### src/rtl/bp2wb_pkg.sv
// Shared definitions for the BP-to-Wishbone bridge slice: arbiter FSM states,
// requester port indices, and default sizing constants.
package bp2wb_pkg;

  // Arbiter FSM states: accept a command, hand it downstream, await response
  typedef enum logic [1:0] {
    e_arb_idle = 2'd0,
    e_arb_send = 2'd1,
    e_arb_wait = 2'd2
  } bp_arb_state_e;

  // Default number of cycles allowed between downstream handoff and response
  localparam int unsigned timeout_cycles_gp = 4096;

  // Default width of one cce mem message (header + data) as seen by the bridge
  localparam int unsigned cce_mem_msg_width_gp = 64;

  // Requester port indices
  localparam logic port_core_gp = 1'b0;
  localparam logic port_io_gp   = 1'b1;

endpackage

### src/rtl/bp_mem_rr_arb2.sv
// Two-input round-robin grant. The grant is purely combinational from the
// current valids; the last_grant history only advances when the owner of the
// block reports that the grant was actually accepted.
module bp_mem_rr_arb2
  import bp2wb_pkg::*;
(
  input  logic       clk_i,
  input  logic       reset_i,
  input  logic [1:0] v_i,
  input  logic       en_i,
  input  logic       accept_i,
  output logic [1:0] grant_o,
  output logic       grant_idx_o
);

  logic last_grant_r;

  // Contention goes to the port that did not win last; otherwise the lone valid port
  assign grant_idx_o = (v_i == 2'b11) ? ~last_grant_r : v_i[1];

  // One-hot grant, only while the arbiter is allowed to hand out grants
  always_comb begin
    grant_o = 2'b00;
    if (en_i && v_i[grant_idx_o]) begin
      grant_o[grant_idx_o] = 1'b1;
    end
  end

  // History starts at the I/O port so the core wins the first contention
  always_ff @(posedge clk_i or posedge reset_i) begin
    if (reset_i) begin
      last_grant_r <= port_io_gp;
    end else if (accept_i) begin
      last_grant_r <= grant_idx_o;
    end
  end

endmodule

### src/rtl/bp_mem_cmd_arbiter.sv
// Merges the BP core memory port and the BP I/O port onto the single cce mem
// cmd/resp channel feeding bp2wb_convertor. One transaction is in flight at a
// time; the response is steered back to whichever port issued the command.
// A sticky watchdog flags a downstream access that never responds.
module bp_mem_cmd_arbiter
  import bp2wb_pkg::*;
#(
  parameter int cce_mem_msg_width_p = cce_mem_msg_width_gp,
  parameter int timeout_cycles_p    = timeout_cycles_gp,
  localparam int timeout_ctr_width_lp = $clog2(timeout_cycles_p + 1)
) (
  input  logic                                clk_i,
  input  logic                                reset_i,

  input  logic [1:0][cce_mem_msg_width_p-1:0] mem_cmd_i,
  input  logic [1:0]                          mem_cmd_v_i,
  output logic [1:0]                          mem_cmd_ready_o,

  output logic [cce_mem_msg_width_p-1:0]      mem_resp_o,
  output logic [1:0]                          mem_resp_v_o,
  input  logic [1:0]                          mem_resp_yumi_i,

  output logic [cce_mem_msg_width_p-1:0]      mem_cmd_o,
  output logic                                mem_cmd_v_o,
  input  logic                                mem_cmd_ready_i,

  input  logic [cce_mem_msg_width_p-1:0]      mem_resp_i,
  input  logic                                mem_resp_v_i,
  output logic                                mem_resp_yumi_o,

  output logic                                timeout_o
);

  localparam logic [timeout_ctr_width_lp-1:0] ctr_max_lp  = timeout_ctr_width_lp'(timeout_cycles_p);
  localparam logic [timeout_ctr_width_lp-1:0] ctr_last_lp = timeout_ctr_width_lp'(timeout_cycles_p - 1);

  bp_arb_state_e                   state_r;
  logic                            owner_r;
  logic [cce_mem_msg_width_p-1:0]  cmd_r;
  logic [timeout_ctr_width_lp-1:0] ctr_r;
  logic                            timeout_r;

  logic [1:0] arb_grant;
  logic       arb_grant_idx;
  logic       arb_en;
  logic       cmd_accept;

  // Grants are only offered while idle and never while reset is held
  assign arb_en     = (state_r == e_arb_idle) && !reset_i;
  assign cmd_accept = |arb_grant;

  bp_mem_rr_arb2 arb (
    .clk_i       (clk_i),
    .reset_i     (reset_i),
    .v_i         (mem_cmd_v_i),
    .en_i        (arb_en),
    .accept_i    (cmd_accept),
    .grant_o     (arb_grant),
    .grant_idx_o (arb_grant_idx)
  );

  assign mem_cmd_o  = cmd_r;
  assign mem_resp_o = mem_resp_i;
  assign timeout_o  = timeout_r;

  // Handshake signalling: downstream valid mirrors ready because the convertor latches on valid alone
  always_comb begin
    mem_cmd_ready_o = arb_grant;
    mem_cmd_v_o     = (state_r == e_arb_send) && mem_cmd_ready_i;
    mem_resp_v_o    = 2'b00;
    mem_resp_yumi_o = 1'b0;
    if (state_r == e_arb_wait) begin
      mem_resp_v_o[owner_r] = mem_resp_v_i;
      mem_resp_yumi_o       = mem_resp_v_i && mem_resp_yumi_i[owner_r];
    end
  end

  // Transaction FSM with command register, owner tracking and saturating watchdog
  always_ff @(posedge clk_i or posedge reset_i) begin
    if (reset_i) begin
      state_r   <= e_arb_idle;
      owner_r   <= port_core_gp;
      cmd_r     <= '0;
      ctr_r     <= '0;
      timeout_r <= 1'b0;
    end else begin
      case (state_r)
        e_arb_idle: begin
          if (cmd_accept) begin
            cmd_r   <= mem_cmd_i[arb_grant_idx];
            owner_r <= arb_grant_idx;
            state_r <= e_arb_send;
          end
        end
        e_arb_send: begin
          if (mem_cmd_v_o) begin
            ctr_r   <= '0;
            state_r <= e_arb_wait;
          end
        end
        e_arb_wait: begin
          if (ctr_r != ctr_max_lp) begin
            ctr_r <= ctr_r + timeout_ctr_width_lp'(1);
            if (ctr_r == ctr_last_lp) begin
              timeout_r <= 1'b1;
            end
          end
          if (mem_resp_yumi_o) begin
            state_r <= e_arb_idle;
          end
        end
        default: begin
          state_r <= e_arb_idle;
        end
      endcase
    end
  end

  // A response arriving with no access outstanding is a downstream protocol error
  spurious_resp_a : assert property (@(posedge clk_i) disable iff (reset_i)
                                     mem_resp_v_i |-> (state_r == e_arb_wait));

endmodule

### config.mk
export PLATFORM = sky130hd
export DESIGN_NAME = bp_mem_cmd_arbiter
export DESIGN_NICKNAME = d
export VERILOG_FILES = /design/src/rtl/bp2wb_pkg.sv /design/src/rtl/bp_mem_rr_arb2.sv /design/src/rtl/bp_mem_cmd_arbiter.sv
export SDC_FILE = /design/constraint.sdc
export NUM_CORES = 1
export LEC_CHECK = 0
export CAP_MARGIN = 10
export CORE_AREA = 2 2 130 132
export DETAILED_ROUTE_END_ITERATION = 7
export DIE_AREA = 0 0 132 134
export GPL_ROUTABILITY_DRIVEN = 0
export PLACE_DENSITY = 0.64
export REMOVE_ABC_BUFFERS = 1
export SLEW_MARGIN = 20
export SYNTH_ARGS = -nofsm -noshare
export SYNTH_HDL_FRONTEND = slang
export SYNTH_SLANG_ARGS = --single-unit
### constraint.sdc
create_clock -name clk_i -period 3.2 [get_ports clk_i]
set_input_delay 0.32 -clock clk_i [delete_from_list [all_inputs] [get_ports clk_i]]
set_output_delay 0.32 -clock clk_i [all_outputs]
set_load 0.01 [all_outputs]
==> metrics.txt, run 1 <==
clk slew on worst S/H paths=60 ps; Placement Setup Slack=roughly 940 ps; fillers=between 1,500 and 2,000; ys async rst share=1.00; Worst setup EP type=output pin; setup_tns=0 ps; most frequent cells in the layout=206 x clkdlybuf4s50_1, 81 x dfrtp_1, 64 x a21boi_0, 64 x a221o_1, 11 x nand2_1; CTS H-tree lvls=3; TritonCTS clock tree=yes; CP Launch Type=register; postcts setup bufs=0; PwrDens=a little over 800 mW/mm^2; Netlist cell types=37; Longest Clk Path Bufs=2; Setup CP Type=reg2out; Worst VDD drop=about 0.37 mV; post-route cell area=0.00645 sq mm; most common cell after layout, fill and taps aside=clkdlybuf4s50_1; placed cell area=0.00612 sq mm; Leakage=2.59 nW; slowest stage delay, CP=roughly 600 ps; Iteration-0 DRC Markers=234; Post-synth EDFFs=0; Reg area=roughly 0.0021 sq mm; largest net degree at the start of global routing=67; num rows=47; Post-Syn Area=around 0.0043 sq mm; fmax=slightly above 400 MHz; die height=134 microns; Fin. Hold Viols=0; Seq cells post-synth=between 80 and 90; post-route ant nets=0; clock sinks=82; Synth area leaders=dfrtp_1 47%, a221o_1 15%, buf_4 12%; share of cells above drive strength 1=0.0596; first-pass GRT wire length=around 28 mm; CTS Buf Count=9; Synth Flop Type=dfrtp_1; Final min period=approximately 2400 ps; Post-route DRC=0; Synth warnings=0; ratio of final minimum period to clock period=0.759; first drt pass iteration count=4; Wirelength per Cell=25.9 microns; area of the multi-input gates=approximately 0.0016 sq mm; initial antenna violation count=0; final non-filler cell total=740; crit path max fanout=9; Die ar.=between 0.015 and 0.02 sq mm; Syn Inst Count=a little under 400; number of global-route vias before repair=slightly below 4,000; post-synthesis sequential area ratio=0.475; Max-Cap Viols=0; Finish-stage setup viols=0; chip width=approximately 130 microns; final core utilization=0.396; core area=around 0.016 sq mm; final hold slack=473 ps; outcome=complete, no violations; # IOs=around 340; P&R area growth vs syn=49.3%; RSZ-0062 raised after global routing=false; worst skew pair latency=~340 ps; Max Slew Vio Count=0; root buffer cell=clkbuf_16; via density per instance=about 5.2; I/O Buffers=~210; top cell type's share of synthesized area=0.469; post-cts hold buffer count=0; min-delay worst type=reg2reg; Worst-Margin Slew=773 ps; Nets=718; DRT Wirelength=approximately 19 mm; grt total ovfl=0; DP HPWL=between 10 and 15 mm; initial cell density of the core=0.265; via count=3,855; syn_area_per_cell=11.2 sq um; # diodes=0; worst-path cell chain=nand3b_1, inv_2, clkdlybuf4s50_1; Slowest-stage cell, CP=clkdlybuf4s50_1; Setup WS post-layout=772 ps; PostCTS Resize Cnt=0; placed cells=about 730; Worst EP arrival=approximately 2100 ps; Power, Total=between 5 and 6 mW; area leader, netlist=dfrtp_1; Rel. slew slack=0.485; Req. time, crit path=2880 ps; Total GRT Usage=0.215; Clock Skew=7.81 ps
==> area by class of cell <==
class | instances | area share
repair buffers | 212 | 0.331
flip-flops and latches | 82 | 0.318
multi-input cells | 204 | 0.253
well taps | 220 | 0.0427
clock buffers | 11 | 0.0392
clock inverters | 4 | 0.0114
inverters | 7 | 0.00427
==> flip-flops by register name, indices dropped and copies added (netlist names) <==
name / cells
timeout_o: 1
mem_cmd_o: 64
owner_r: 1
arb.last_grant_r: 1
state_r: 2
ctr_r: 13
==> cell families after synthesis <==
group           after synthesis  share of synthesized area
compound gates              150                      0.291
fa+ha+maj                     2                    0.00579
buf+inv                     100                      0.149
flops                        82                      0.475
mux                           6                     0.0142
simple gates                 46                     0.0652
==> Yosys cell counts, drive strengths merged, types with 5 or more instances <==
master,count
a21oi,7
buf,79
o21ai,5
or4,5
clkbuf,14
a21boi,64
mux2i,5
dfrtp,81
inv,7
a221o,64
nand2,11
==> path summary, 6_finish.rpt <==
check / from / end / slack [ps] / depth (start not counted)
min reg2reg: timeout_o / timeout_o / 470 / 1
min in group asynchronous: reset_i / ctr_r[12] / 510 / 2
min: timeout_o / timeout_o / 470 / 1
max: state_r[1] / mem_cmd_v_o / 770 / 3
max in group asynchronous: reset_i / mem_cmd_o[33] / 1890 / 3
max reg2reg: state_r[1] / mem_cmd_o[33] / 1200 / 4
==> worst max-delay path, delay by kind of cell (launching register included) <==
| kind | cells | cell delay (ps) |
|---|---|---|
| flip-flops | 1 | 480 |
| AND/OR/NAND/NOR | 1 | 420 |
| buffers and inverters | 2 | 870 |
==> where the power goes <==
part | total, mW | internal (mW) | switching [mW]
Sequential | 1.77 | 1.47 | 0.303
Combinational | 2.30 | 1.36 | 0.937
Clock | 1.14 | 0.723 | 0.416
==> per-layer routing <==
layer / share of wire / global-route usage
met1: 0.31 / 0.197
met2: 0.42 / 0.306
met3: 0.24 / 0.235
met4: 0.026 / 0.0755
met5: 0.0050 / 0.0444
Power figures use the tool's default switching activity.
==> run 2, diff against run 1 <==
- clock period: 3.2 -> 2.35 ns (I/O delays scaled with it)
==> run 2 against run 1 <==
Net effect: final cell count up 1.1%; die area did not move; register-to-register slack got worse by 850 ps; critical path depth did not move; clock skew is 2.9 ps lower; clock power rose by 14%; highest routed layer unchanged; critical path type unchanged; wire length up 2.1%; largest cell class unchanged; sequential share of layout area increased by 0.11 points.
==> metrics.txt, run 2 (synthesis gave the netlist of run 1 again) <==
sequential share of power=0.350; min-delay worst type=in2async; P&R area growth vs syn=48.8%; # diodes=0; CTS Buf Count=9; Max Slew Vio Count=0; postcts setup bufs=0; core area=around 0.016 sq mm; PostCTS Resize Cnt=0; final core utilization=0.395; M1 WL=between 6 and 7 mm; Slowest-stage cell, CP=clkdlybuf4s50_1; initial antenna violation count=0; CTS H-tree lvls=3; worst-path cell chain=nor3_4, and3_2, clkdlybuf4s50_1; root buffer cell=clkbuf_16; outcome=complete, no violations; Worst-Margin Slew=between 700 and 800 ps; slowest stage delay, CP=approximately 640 ps; crit path max fanout=8; Worst VDD drop=0.480 mV; ratio of final minimum period to clock period=0.960; Fin. Hold Viols=0; first drt pass iteration count=4; fmax=between 400 and 500 MHz; DP HPWL=roughly 15 mm; Max-Cap Viols=0; CP Launch Type=register; Total GRT Usage=0.219; r2r setup slk=between 300 and 400 ps; most frequent cells in the layout=206 x clkdlybuf4s50_1, 81 x dfrtp_1, 64 x a21boi_0, 64 x a221o_1, 12 x buf_4; fillers=around 1,600; Finish-stage setup viols=0; top routing layer used=met5; Longest Clk Path Bufs=2; Worst EP arrival=approximately 2000 ps; Switch Pwr=~2.3 mW; PwrDens=between 1000 and 1500 mW/mm^2; most common cell after layout, fill and taps aside=clkdlybuf4s50_1; Placement Setup Slack=125 ps; grt total ovfl=0; setup_tns=0 ps; number of global-route vias before repair=roughly 4,000; Iteration-0 DRC Markers=210; Sw Ratio=0.329; RSZ-0062 raised after global routing=false; Rel. slew slack=0.508; Nets=between 700 and 800; via count=3,878; clock share of power=0.189; initial cell density of the core=0.265; Final min period=~2300 ps; die height=about 130 microns; Req. time, crit path=between 2000 and 2500 ps; Leakage=between 2 and 3 nW; met2 WL=roughly 8.4 mm; clk slew on worst S/H paths=approximately 60 ps; Largest register FFs=64; I/O Buffers=206; Setup WS post-layout=a little over 90 ps; # IOs=335; Post-route DRC=0; TritonCTS clock tree=yes; Met3 Wirelength=between 4 and 5 mm; post-route ant nets=0; share of cells above drive strength 1=0.0682; Die ar.=0.0177 sq mm; clock sinks=just over 80; chip width=about 130 microns; worst skew pair latency=between 300 and 400 ps; first-pass GRT wire length=~28 mm; Clock Skew=roughly 4.9 ps; via density per instance=roughly 5.2; num rows=47; post-cts hold buffer count=0; Worst setup EP type=output pin; Setup CP Type=reg2out; Pint=about 4.6 mW; largest net degree at the start of global routing=65; DRT Wirelength=approximately 20 mm; Wirelength per Cell=~26 microns; Gate power share=0.461; Power, Total=about 7 mW
## run 2: cell count changes in the layout (fill, tap and decap cells not counted), sizes merged
cell	delta
buf	+7
bufinv	-2
clkbuf	+2
clkinv	+2
inv	-1
## run 2: area by class of cell
| type | count | area [sq um] | area share |
|---|---|---|---|
| timing repair buffer | 219 | 2170 | 0.338 |
| sequential | 82 | 2050 | 0.319 |
| multi-input combinational | 204 | 1630 | 0.254 |
| tap | 220 | 275 | 0.0428 |
| clock buffer | 13 | 250 | 0.0389 |
| inverter | 7 | 27.5 | 0.00428 |
| clock inverter | 3 | 15.0 | 0.00234 |
## run 2: power by group through the flow
stage	Combinational (mW)	Clock, mW	Sequential [mW]
5_1_grt	3.42	1.40	2.48
3_5_place_dp	3.20	0	2.39
3_3_place_gp	3.11	0	2.40
4_1_cts	3.19	1.34	2.41
2_1_floorplan	1.20	0	2.56
6_report	3.18	1.30	2.41
## run 2: stage by stage
step                      hold slack, ps  area [sq um]  instances
after floorplan                      326          3700        293
after global placement               470          6150        730
after detailed placement             470          6150        730
after CTS                            328          6410        746
after global routing                 366          6430        748
final                                320          6430        748
## run 2: worst max-delay path: cells and delay by family (launching register included)
family	cells	cell delay (ps)
buffers and inverters	1	640
flip-flops	1	490
AND/OR/NAND/NOR	2	560
## run 2: final timing paths
path,from,endpoint,cells after the start
max,state_r[1],mem_cmd_ready_o[0],3
min,reset_i,state_r[0],2
max reg2reg,state_r[1],mem_cmd_o[13],4
min reg2reg,timeout_o,timeout_o,1
max in group asynchronous,reset_i,mem_cmd_o[47],3
min in group clk_i,mem_resp_i[11],mem_resp_o[11],0
## run 2: layer usage
metal | vias to the layer above | track usage
li1 | 1677 | -
met1 | 1890 | 0.207
met2 | 285 | 0.312
met3 | 20 | 0.234
met4 | 6 | 0.0604
met5 | - | 0.0861
==> run 3, diff against run 2 <==
- RECOVER_POWER: unset -> 25
==> run 3 against run 2 <==
Net effect: via count shrank 0.31%; sequential share of layout area is the same; sequential power is essentially flat; register-to-register slack is essentially flat; critical path depth grew 1; combinational power is essentially flat; global-route usage is the same; cell area is the same; wire length grew 0.14%; hold slack gained 150 ps.
==> metrics.txt, run 3 (synthesis gave the netlist of run 1 again) <==
Worst EP arrival=2030 ps; P&R area growth vs syn=48.8%; CTS Buf Count=9; num rows=47; clock sinks=82; via density per instance=slightly above 5; Nets=between 700 and 800; Max Slew Vio Count=0; Iteration-0 DRC Markers=between 200 and 250; largest net degree at the start of global routing=between 60 and 70; most frequent cells in the layout=205 x clkdlybuf4s50_1, 81 x dfrtp_1, 64 x a21boi_0, 64 x a221o_1, 12 x buf_4; Finish-stage setup viols=0; top routing layer used=met5; most common cell after layout, fill and taps aside=clkdlybuf4s50_1; worst skew pair latency=340 ps; via count=3,866; min-delay worst type=in2out; PostCTS Resize Cnt=0; fmax=approximately 440 MHz; placed cell area=~0.006 sq mm; M1 WL=roughly 6.1 mm; DRT Wirelength=roughly 20 mm; # IOs=approximately 340; final non-filler cell total=roughly 750; share of cells above drive strength 1=0.0682; Post-route DRC=0; Worst setup EP type=output pin; die height=roughly 130 microns; crit path max fanout=5; first-pass GRT wire length=roughly 28 mm; final core utilization=0.395; post-cts hold buffer count=0; # diodes=0; ratio of final minimum period to clock period=0.963; Placement Setup Slack=approximately 130 ps; Fin. Hold Viols=0; Final min period=2260 ps; post-route ant nets=0; initial antenna violation count=0; Longest Clk Path Bufs=2; Wirelength per Cell=between 20 and 30 microns; RSZ-0062 raised after global routing=false; Setup CP Type=in2out; PwrDens=~1100 mW/mm^2; DP HPWL=about 15 mm; met2 WL=8.37 mm; chip width=132 microns; Leakage=2.59 nW; CP Launch Type=primary input; fillers=roughly 1,600; Rel. slew slack=0.181; Clock Skew=between 4 and 5 ps; Setup WS post-layout=slightly below 90 ps; Met3 Wirelength=about 4.6 mm; initial cell density of the core=0.265; core area=approximately 0.016 sq mm; setup_tns=0 ps; Total GRT Usage=0.219; CTS H-tree lvls=3; I/O Buffers=between 200 and 250; grt total ovfl=0; number of global-route vias before repair=3,972; outcome=complete, no violations; Largest register FFs=64; TritonCTS clock tree=yes; post-route cell area=0.00643 sq mm; Worst VDD drop=around 0.48 mV; Die ar.=0.0177 sq mm; placed cells=730; Worst-Margin Slew=approximately 1200 ps; postcts setup bufs=0; root buffer cell=clkbuf_16; first drt pass iteration count=4; Req. time, crit path=2120 ps; Max-Cap Viols=0
==> run 3: critical path, stage by stage <==
cell and delay [ps]:
dlygate4sd3_1 600, nor3_4 310, and3_2 250, clkdlybuf4s50_1 640
==> run 3: worst paths after layout <==
kind / from / endpoint / slack [ps] / cells past startpoint
setup / recovery: reset_i / mem_cmd_ready_o[0] / 90 / 4
hold / removal: mem_resp_i[11] / mem_resp_o[11] / 470 / 0
setup reg to reg: state_r[1] / mem_cmd_o[13] / 350 / 4
hold reg to reg: timeout_o / timeout_o / 500 / 1
max in group asynchronous: reset_i / mem_cmd_o[47] / 840 / 3
min in group asynchronous: reset_i / state_r[0] / 680 / 2
==> run 3: layout make-up <==
class	count	area, sq um	share of cell area
clock buffers	13	250	0.0389
clock inverters	3	15.0	0.00234
inverters	7	27.5	0.00428
multi-input cells	204	1630	0.254
flip-flops and latches	82	2050	0.319
well taps	220	275	0.0428
repair buffers	219	2170	0.338
==> run 3: stage by stage <==
stage	total power, mW	hold slack, ps
6_report	6.89	470
5_1_grt	7.30	470
2_1_floorplan	3.77	326
3_3_place_gp	5.50	470
3_5_place_dp	5.59	470
4_1_cts	6.94	328
==> run 3: power by group <==
group          internal [mW]  leakage (nW)  switching, mW  total [mW]
clock                  0.741         0.133          0.560        1.30
combinational           1.88          1.42           1.30        3.18
sequential              2.00          1.04          0.407        2.41
==> run 3: layer usage <==
| metal | GRT usage | vias to the layer above |
|---|---|---|
| met2 | 0.312 | 282 |
| met3 | 0.234 | 18 |
| met5 | 0.0861 | - |
| met1 | 0.207 | 1883 |
| li1 | - | 1677 |
| met4 | 0.0604 | 6 |
